[config.mk]
export PLATFORM = sky130hd
export DESIGN_NAME = instruction_fetch
export DESIGN_NICKNAME = d
export VERILOG_FILES = /design/src/rtl/instruction_fetch.sv
export SDC_FILE = /design/constraint.sdc
export NUM_CORES = 1
export LEC_CHECK = 0
export BUFFER_PORTS_ARGS = -buffer_cell sky130_fd_sc_hd__buf_4
export CORE_ASPECT_RATIO = 1.1
export CORE_MARGIN = 8
export CORE_UTILIZATION = 51
export DETAILED_ROUTE_END_ITERATION = 8
export HOLD_SLACK_MARGIN = 0.15
export PLACE_DENSITY = 0.8
export SYNTH_ARGS = -nofsm -noshare
export SYNTH_HDL_FRONTEND = slang
export SYNTH_SLANG_ARGS = --single-unit
[constraint.sdc]
create_clock -name Clock -period 2.4 [get_ports Clock]
set_input_delay 0.36 -clock Clock [delete_from_list [all_inputs] [get_ports Clock]]
set_output_delay 0.36 -clock Clock [all_outputs]
set_load 0.05 [all_outputs]
[src/rtl/instruction_fetch.sv]
// instruction_fetch: PC, req/ack fetch, stall hold, branch load, fault.
// Optional FETCH_BKPT_EN: PC breakpoint that parks fetch in BKPT.
module instruction_fetch #(
  parameter int unsigned       ADDR_W   = 16,
  parameter logic [ADDR_W-1:0] RESET_PC = 16'h0000
) (
  input  logic              Clock,
  input  logic              Reset_n,
  input  logic              Run,
  input  logic              Stall,
  input  logic              BrLoad,
  input  logic [ADDR_W-1:0] BrTarget,
  output logic [ADDR_W-1:0] MemAddr,
  output logic              MemRd,
  input  logic              MemAck,
  input  logic [15:0]       MemData,
  output logic [15:0]       Instr,
  output logic              E,
  output logic [ADDR_W-1:0] InstrPC,
  output logic [ADDR_W-1:0] PC,
`ifdef FETCH_BKPT_EN
  input  logic [ADDR_W-1:0] BkptAddr,
  input  logic              BkptEn,
  output logic              BkptHit,
`endif
  output logic              FLT
);

  typedef enum logic [2:0] {
    IDLE,
    REQ,
    HOLD,
    FAULT
`ifdef FETCH_BKPT_EN
    , BKPT
`endif
  } state_t;

  state_t state, state_n;

  logic [ADDR_W-1:0] pc_q, pc_n;
  logic [ADDR_W-1:0] addr_q, addr_n;
  logic [ADDR_W-1:0] ipc_q, ipc_n;
  logic [ADDR_W-1:0] pc_inc, iaddr;
  logic [15:0]       instr_q, instr_n;
  logic              rd_q, rd_n;
  logic              e_q, e_n;
  logic              flt_q, flt_n;
  logic              issue, br;
`ifdef FETCH_BKPT_EN
  logic              hit_q, hit_n;
`endif

  assign pc_inc = pc_q + ADDR_W'(2);

  // State and datapath registers
  always_ff @(posedge Clock or negedge Reset_n) begin
    if (!Reset_n) begin
      state   <= IDLE;
      pc_q    <= RESET_PC;
      addr_q  <= '0;
      rd_q    <= 1'b0;
      instr_q <= '0;
      ipc_q   <= '0;
      e_q     <= 1'b0;
      flt_q   <= 1'b0;
`ifdef FETCH_BKPT_EN
      hit_q   <= 1'b0;
`endif
    end else begin
      state   <= state_n;
      pc_q    <= pc_n;
      addr_q  <= addr_n;
      rd_q    <= rd_n;
      instr_q <= instr_n;
      ipc_q   <= ipc_n;
      e_q     <= e_n;
      flt_q   <= flt_n;
`ifdef FETCH_BKPT_EN
      hit_q   <= hit_n;
`endif
    end
  end

  // Next state: per-state decision, then shared branch and issue paths
  always_comb begin
    state_n = state;
    pc_n    = pc_q;
    addr_n  = addr_q;
    rd_n    = rd_q;
    instr_n = instr_q;
    ipc_n   = ipc_q;
    e_n     = 1'b0;
    flt_n   = flt_q;
    issue   = 1'b0;
    br      = 1'b0;
    iaddr   = pc_q;
`ifdef FETCH_BKPT_EN
    hit_n   = hit_q;
`endif
    unique case (state)
      IDLE: begin
        if (BrLoad) br = 1'b1;
        else if (Run) issue = 1'b1;
      end
      REQ: begin
        if (BrLoad) begin
          br = 1'b1;
        end else if (!rd_q) begin
          if (Run) issue = 1'b1;
          else state_n = IDLE;
        end else if (MemAck) begin
          instr_n = MemData;
          ipc_n   = addr_q;
          pc_n    = pc_inc;
          if (Stall) begin
            state_n = HOLD;
            rd_n    = 1'b0;
          end else begin
            e_n = 1'b1;
            if (Run) begin
              issue = 1'b1;
              iaddr = pc_inc;
            end else begin
              state_n = IDLE;
              rd_n    = 1'b0;
            end
          end
        end
      end
      HOLD: begin
        if (BrLoad) begin
          br = 1'b1;
        end else if (!Stall) begin
          e_n = 1'b1;
          if (Run) issue = 1'b1;
          else state_n = IDLE;
        end
      end
      FAULT: begin
        rd_n = 1'b0;
      end
`ifdef FETCH_BKPT_EN
      BKPT: begin
        if (BrLoad) begin
          br = 1'b1;
        end else if (!BkptEn) begin
          hit_n = 1'b0;
          if (Run) issue = 1'b1;
          else state_n = IDLE;
        end
      end
`endif
      default: state_n = IDLE;
    endcase

    if (br) begin
      pc_n = BrTarget;
      rd_n = 1'b0;
      e_n  = 1'b0;
`ifdef FETCH_BKPT_EN
      hit_n = 1'b0;
`endif
      if (BrTarget[0]) begin
        flt_n   = 1'b1;
        state_n = FAULT;
      end else begin
        state_n = Run ? REQ : IDLE;
      end
    end

    if (issue) begin
`ifdef FETCH_BKPT_EN
      if (BkptEn && iaddr == BkptAddr) begin
        state_n = BKPT;
        rd_n    = 1'b0;
        hit_n   = 1'b1;
      end else
`endif
      begin
        state_n = REQ;
        rd_n    = 1'b1;
        addr_n  = iaddr;
      end
    end
  end

  assign MemAddr = addr_q;
  assign MemRd   = rd_q;
  assign Instr   = instr_q;
  assign E       = e_q;
  assign InstrPC = ipc_q;
  assign PC      = pc_q;
  assign FLT     = flt_q;
`ifdef FETCH_BKPT_EN
  assign BkptHit = hit_q;
`endif

endmodule

# Word level (Yosys, flattened, before mapping)
# Index checks and enable logic that the tools add are counted.
# classes
add_sub_neg,1
n_eq_ne,9
mux,46
bitwise_logic,1
reduce_logical,12
# ops
op,n
16-bit two-way mux,11
3-bit two-way mux,9
1-bit two-way mux,21
"16-bit by 2-bit adder with 16-bit output, second input constant",1
"4-bit inequality test, second input constant",3
3-bit case mux with 3 select lines,1
4-bit AND reduction,2
"3-bit by 2-bit == test with 1-bit output, second input constant",2
2-bit nonzero test,3
"5-bit inequality test, second input constant",1
5-bit AND reduction,1
1-bit case mux with 2 select lines,2
2-bit AND reduction,2
4-bit nonzero test,1
"3-bit by 1-bit == test with 1-bit output, second input constant",1
3-bit logical NOT,1
"3-bit by 1-bit inequality test with 1-bit output, second input constant",1
1-bit case mux with 3 select lines,1
3-bit OR reduction,1
2-bit two-way mux,1
"2-bit by 1-bit inequality test with 1-bit output, second input constant",1
2-bit OR reduction,1
1-bit NOT,1
# word_totals
register_bits,70
in_bits,38
out_inout_bits,67
word_cells,77

# Logic depth before layout (Yosys ltp)
# depth
depth_word,8
depth_mapped,7
ltp_nobuf,6

# Worst setup path before layout
# No wires, ideal clock.
# synth_timing
path_type,register -> register
startpoint,register pc_q[7] (netlist: PC[7])
endpoint,register pc_q[14] (netlist: PC[14])
setup_time_ns,0.126
t_arrival_ns,1.983
t_required_ns,2.274
slack_ns,0.291
path_stages_with_launch,7
path_buffers,1
synth_period_minus_slack_ns,2.109
cell_sequence,dfrtp_1 -> buf_2 -> nand3_1 -> nor3_2 -> nand3_1 -> a21o_1 -> a221o_1
# synth_via
elab_chain_cells,6
# synth_lines
element,line_no,text
"start, declared",41,"logic [ADDR_W-1:0] pc_q, pc_n;"
"start signal, assigned",72,pc_q <= pc_n;
16-bit by 2-bit adder with 16-bit output,54,assign pc_inc = pc_q + ADDR_W'(2);
16-bit two-way mux,112,end else if (MemAck) begin
16-bit two-way mux,109,end else if (!rd_q) begin
16-bit two-way mux,107,if (BrLoad) begin
16-bit two-way mux,101,unique case (state)
16-bit two-way mux,157,if (br) begin
# Every way passes these cells. The select of a mux whose other input is x is not followed.
# A chain may end at the register's enable or synchronous reset.

# Worst setup path in the final report
# layout_timing
startpoint,register state[1]
endpoint,register pc_q[9] (netlist: PC[9])
# layout_via
elab_chain_cells,5
word_cells_on_any_way,11
classes_between,eq/ne (3); mux (2); reduce/logical (6)
# layout_lines
element,line_no,text
"start, declared",39,"state_t state, state_n;"
"start signal, assigned",71,state <= state_n;
3-bit by 2-bit == test with 1-bit output (tied with other cells),101,
3-bit OR reduction (no line),n/a,
1-bit two-way mux,n/a,
2-bit by 1-bit inequality test with 1-bit output (no line) or 2-bit nonzero test (tied branches),n/a,
4-bit AND reduction (no line),n/a,
# Parallel ways exist; a longest one is shown, timed or not.

==> reports/metrics.cfg <==
[detailed_routing]
routed_wl_mm=8.85
drt_iter0_markers=153
vias=3003
via_per_inst=5.37
route.detailed.wl_per_inst_um=15.8
detail_route.first_pass.iterations=4
antenna_violating_nets_post_route=0
drc=0

[logic_synthesis]
synth-edff-count=0
synthDistinctLibCells=46
synthesized_area_um2=3320
synth_flop_cell=dfrtp_1
ys.warnings.count=0
ys_ff_latch=70
ys_seq_area_share_pct=52.8
synth_fp_nets=410
ys_async_sr_fraction_pct=100
synthCells=371
syn_avg_cell_area_um2=8.95

[die]
coreArea_um2=6440
die_width_um=92.9
die_area_um2=9350
num_io_pins=105
fp.dieH_um=101
effective_utilization_at_floorplan_pct=51.6
number_of_cell_rows=31

[cts]
clock_sink_count=70
tritoncts.num_buffers=9
ctsRootBufferMaster=clkbuf_8
buffer_depth_of_the_longest_clock_path=2
worst_skew_pair_later_pin_latency_ns=0.34
post_cts_resized=0
tritoncts=yes
cts_hold_buffers=0
post_cts_setup_repair_buffer_count=0
cts_h_tree_depth=3
cts.reportedPaths.clkPinSlew_ns=0.07

[final_layout]
design.final.nets=511
most-common-layout-cells=nand2_1 (124), buf_4 (113), dfrtp_1 (70)
final_common_cell=nand2_1
flow.area_growth_from_synthesis_pct=32.4
final_layout_size_suffix_gt1_share_pct=28.5
final.fill_count=549
diodes=0

[sta]
timing.fmax_mhz=476
report.final.slew_viol_count=0
tns_ns=0
relSlewSlack_pct=42.2
setup_viol=0
post-route-period-util_pct=87.5
period_needed_ns=2.10
timing.final.hold_violations=0
skew_ns=0.0128
worst-slew-pin-transition_ns=0.867
setup_repair_after_global_routing_missed_its_margin=false

[critical_path]
worst_path_max_delay_cell=or2_2
worst_setup_path_end_kind=flip-flop
critical_path.n_buffers_inverters=1
worst_path_largest_cell_delay_ns=0.56
worstPathRequired_ns=2.67
worstPathCellList=nand4b_1 > or2_2 > buf_12 > nor4_1 > a21oi_1 > nand2_1
critical_path_class=reg2reg
critPathTopFamily=simple AND/OR/NAND/NOR gates
startpoint_type=flip-flop
worst-path-max-fanout=35
arrival_ns=2.37

[status]
outcome=completed

[grt]
grt_remaining_overflow=0
first_global_vias=2973
grt_antenna_before_repair=0
grt.total_usage_pct=19.0
grt_max_degree=71
wire_length_of_the_first_global_routing_pass_mm=14.3

[place]
place_hpwl_mm=6.36
placer_congestion_estimate=0.850
number_of_buffers_inserted_by_port_buffering=104

[power_and_ir_drop]
power_density_nw_per_um2=1210
p_total_mw=5.34
leakagePower_nw=2.17
irDropWorstVdd_v=0.000735

[flow_run]
max_cap_viol=0

[min_path]
min_path_type=in2async

cell families (layout without fill, tap and decap cells):
logic type | after synthesis | after routing | share of synthesized area, %
compound gates | 64 | 64 | 12.5
simple gates | 191 | 191 | 25.7
other cells | 1 | 1 | 0.113
xor+xnor | 14 | 14 | 3.69
flops | 70 | 70 | 52.8
fa+ha+maj | 1 | 1 | 0.377
buf+inv | 27 | 133 | 3.88
mux | 3 | 3 | 0.980
through the flow:
stage	util, %	std cells	setup slack (ns)	hold slack [ns]	area (um2)
floorplan	-	371	0.291	0.0644	3320
global placement	64.9	543	0.357	0.454	4180
detailed placement	64.9	543	0.319	0.454	4180
CTS	68.3	559	0.319	0.170	4400
global route	68.3	559	0.156	0.199	4400
finish	68.3	559	0.299	0.131	4400
registers in the layout, summed over array words and instances, names as in the netlist:
| name | flops |
|---|---|
| InstrPC | 16 |
| Instr | 16 |
| MemAddr | 16 |
| PC | 16 |
| state | 3 |
| E | 1 |
| FLT | 1 |
| MemRd | 1 |
worst paths after layout:
path | start | to | slack (ns) | cells after the start
min | Reset_n | MemAddr[0]$_DFFE_PN0P_ | 0.13 | 1
max | state[1]$_DFFE_PN0P_ | PC[9]$_DFFE_PN0P_ | 0.30 | 6
min in group Clock | MemData[13] | Instr[13]$_DFFE_PN0P_ | 0.21 | 3
max in group asynchronous | Reset_n | InstrPC[10]$_DFFE_PN0P_ | 1.70 | 1
max reg2reg | state[1]$_DFFE_PN0P_ | PC[9]$_DFFE_PN0P_ | 0.30 | 6
min reg2reg | FLT$_DFFE_PN0P_ | FLT$_DFFE_PN0P_ | 0.47 | 1
per-layer routing:
metal	up-vias	track usage, %	part of all wire (%)
met2	112	30.1	49
met3	18	5.07	6.9
met1	1418	23.2	42
met5	-	0	0
met4	0	9.68	1.7
li1	1455	-	-
power breakdown:
part	internal (mW)	switching (mW)
registers	1.54	0.305
clock network	0.612	0.428
logic	0.716	1.74
total	2.86	2.47
cell usage after synthesis (4+ instances only):
cell	instances	area share [%]
nand2_1	124	14
dfrtp_1	70	53
nor2_1	22	2.5
a21oi_1	21	3.2
nand3_1	12	1.8
clkbuf_1	11	1.2
o21ai_1	9	1.4
o311ai_1	9	2.4
xor2_1	8	2.1
buf_2	7	1.1
xnor2_1	6	1.6
a31oi_1	5	0.94
nand4_1	5	0.94
a21o_1	4	0.90
nand2b_1	4	0.75
nor3_1	4	0.60
nor3_2	4	1.2
area by class of cell:
type / count / area, um2 / area share [%]
flip-flops and latches: 70 / 1750 / 39.8
multi-input cells: 274 / 1450 / 32.9
repair buffers: 114 / 868 / 19.7
clock buffers: 12 / 145 / 3.30
well taps: 82 / 103 / 2.33
clock inverters: 4 / 70.1 / 1.59
inverters: 3 / 11.3 / 0.256
Note: power is estimated with default switching activity, not from simulation.
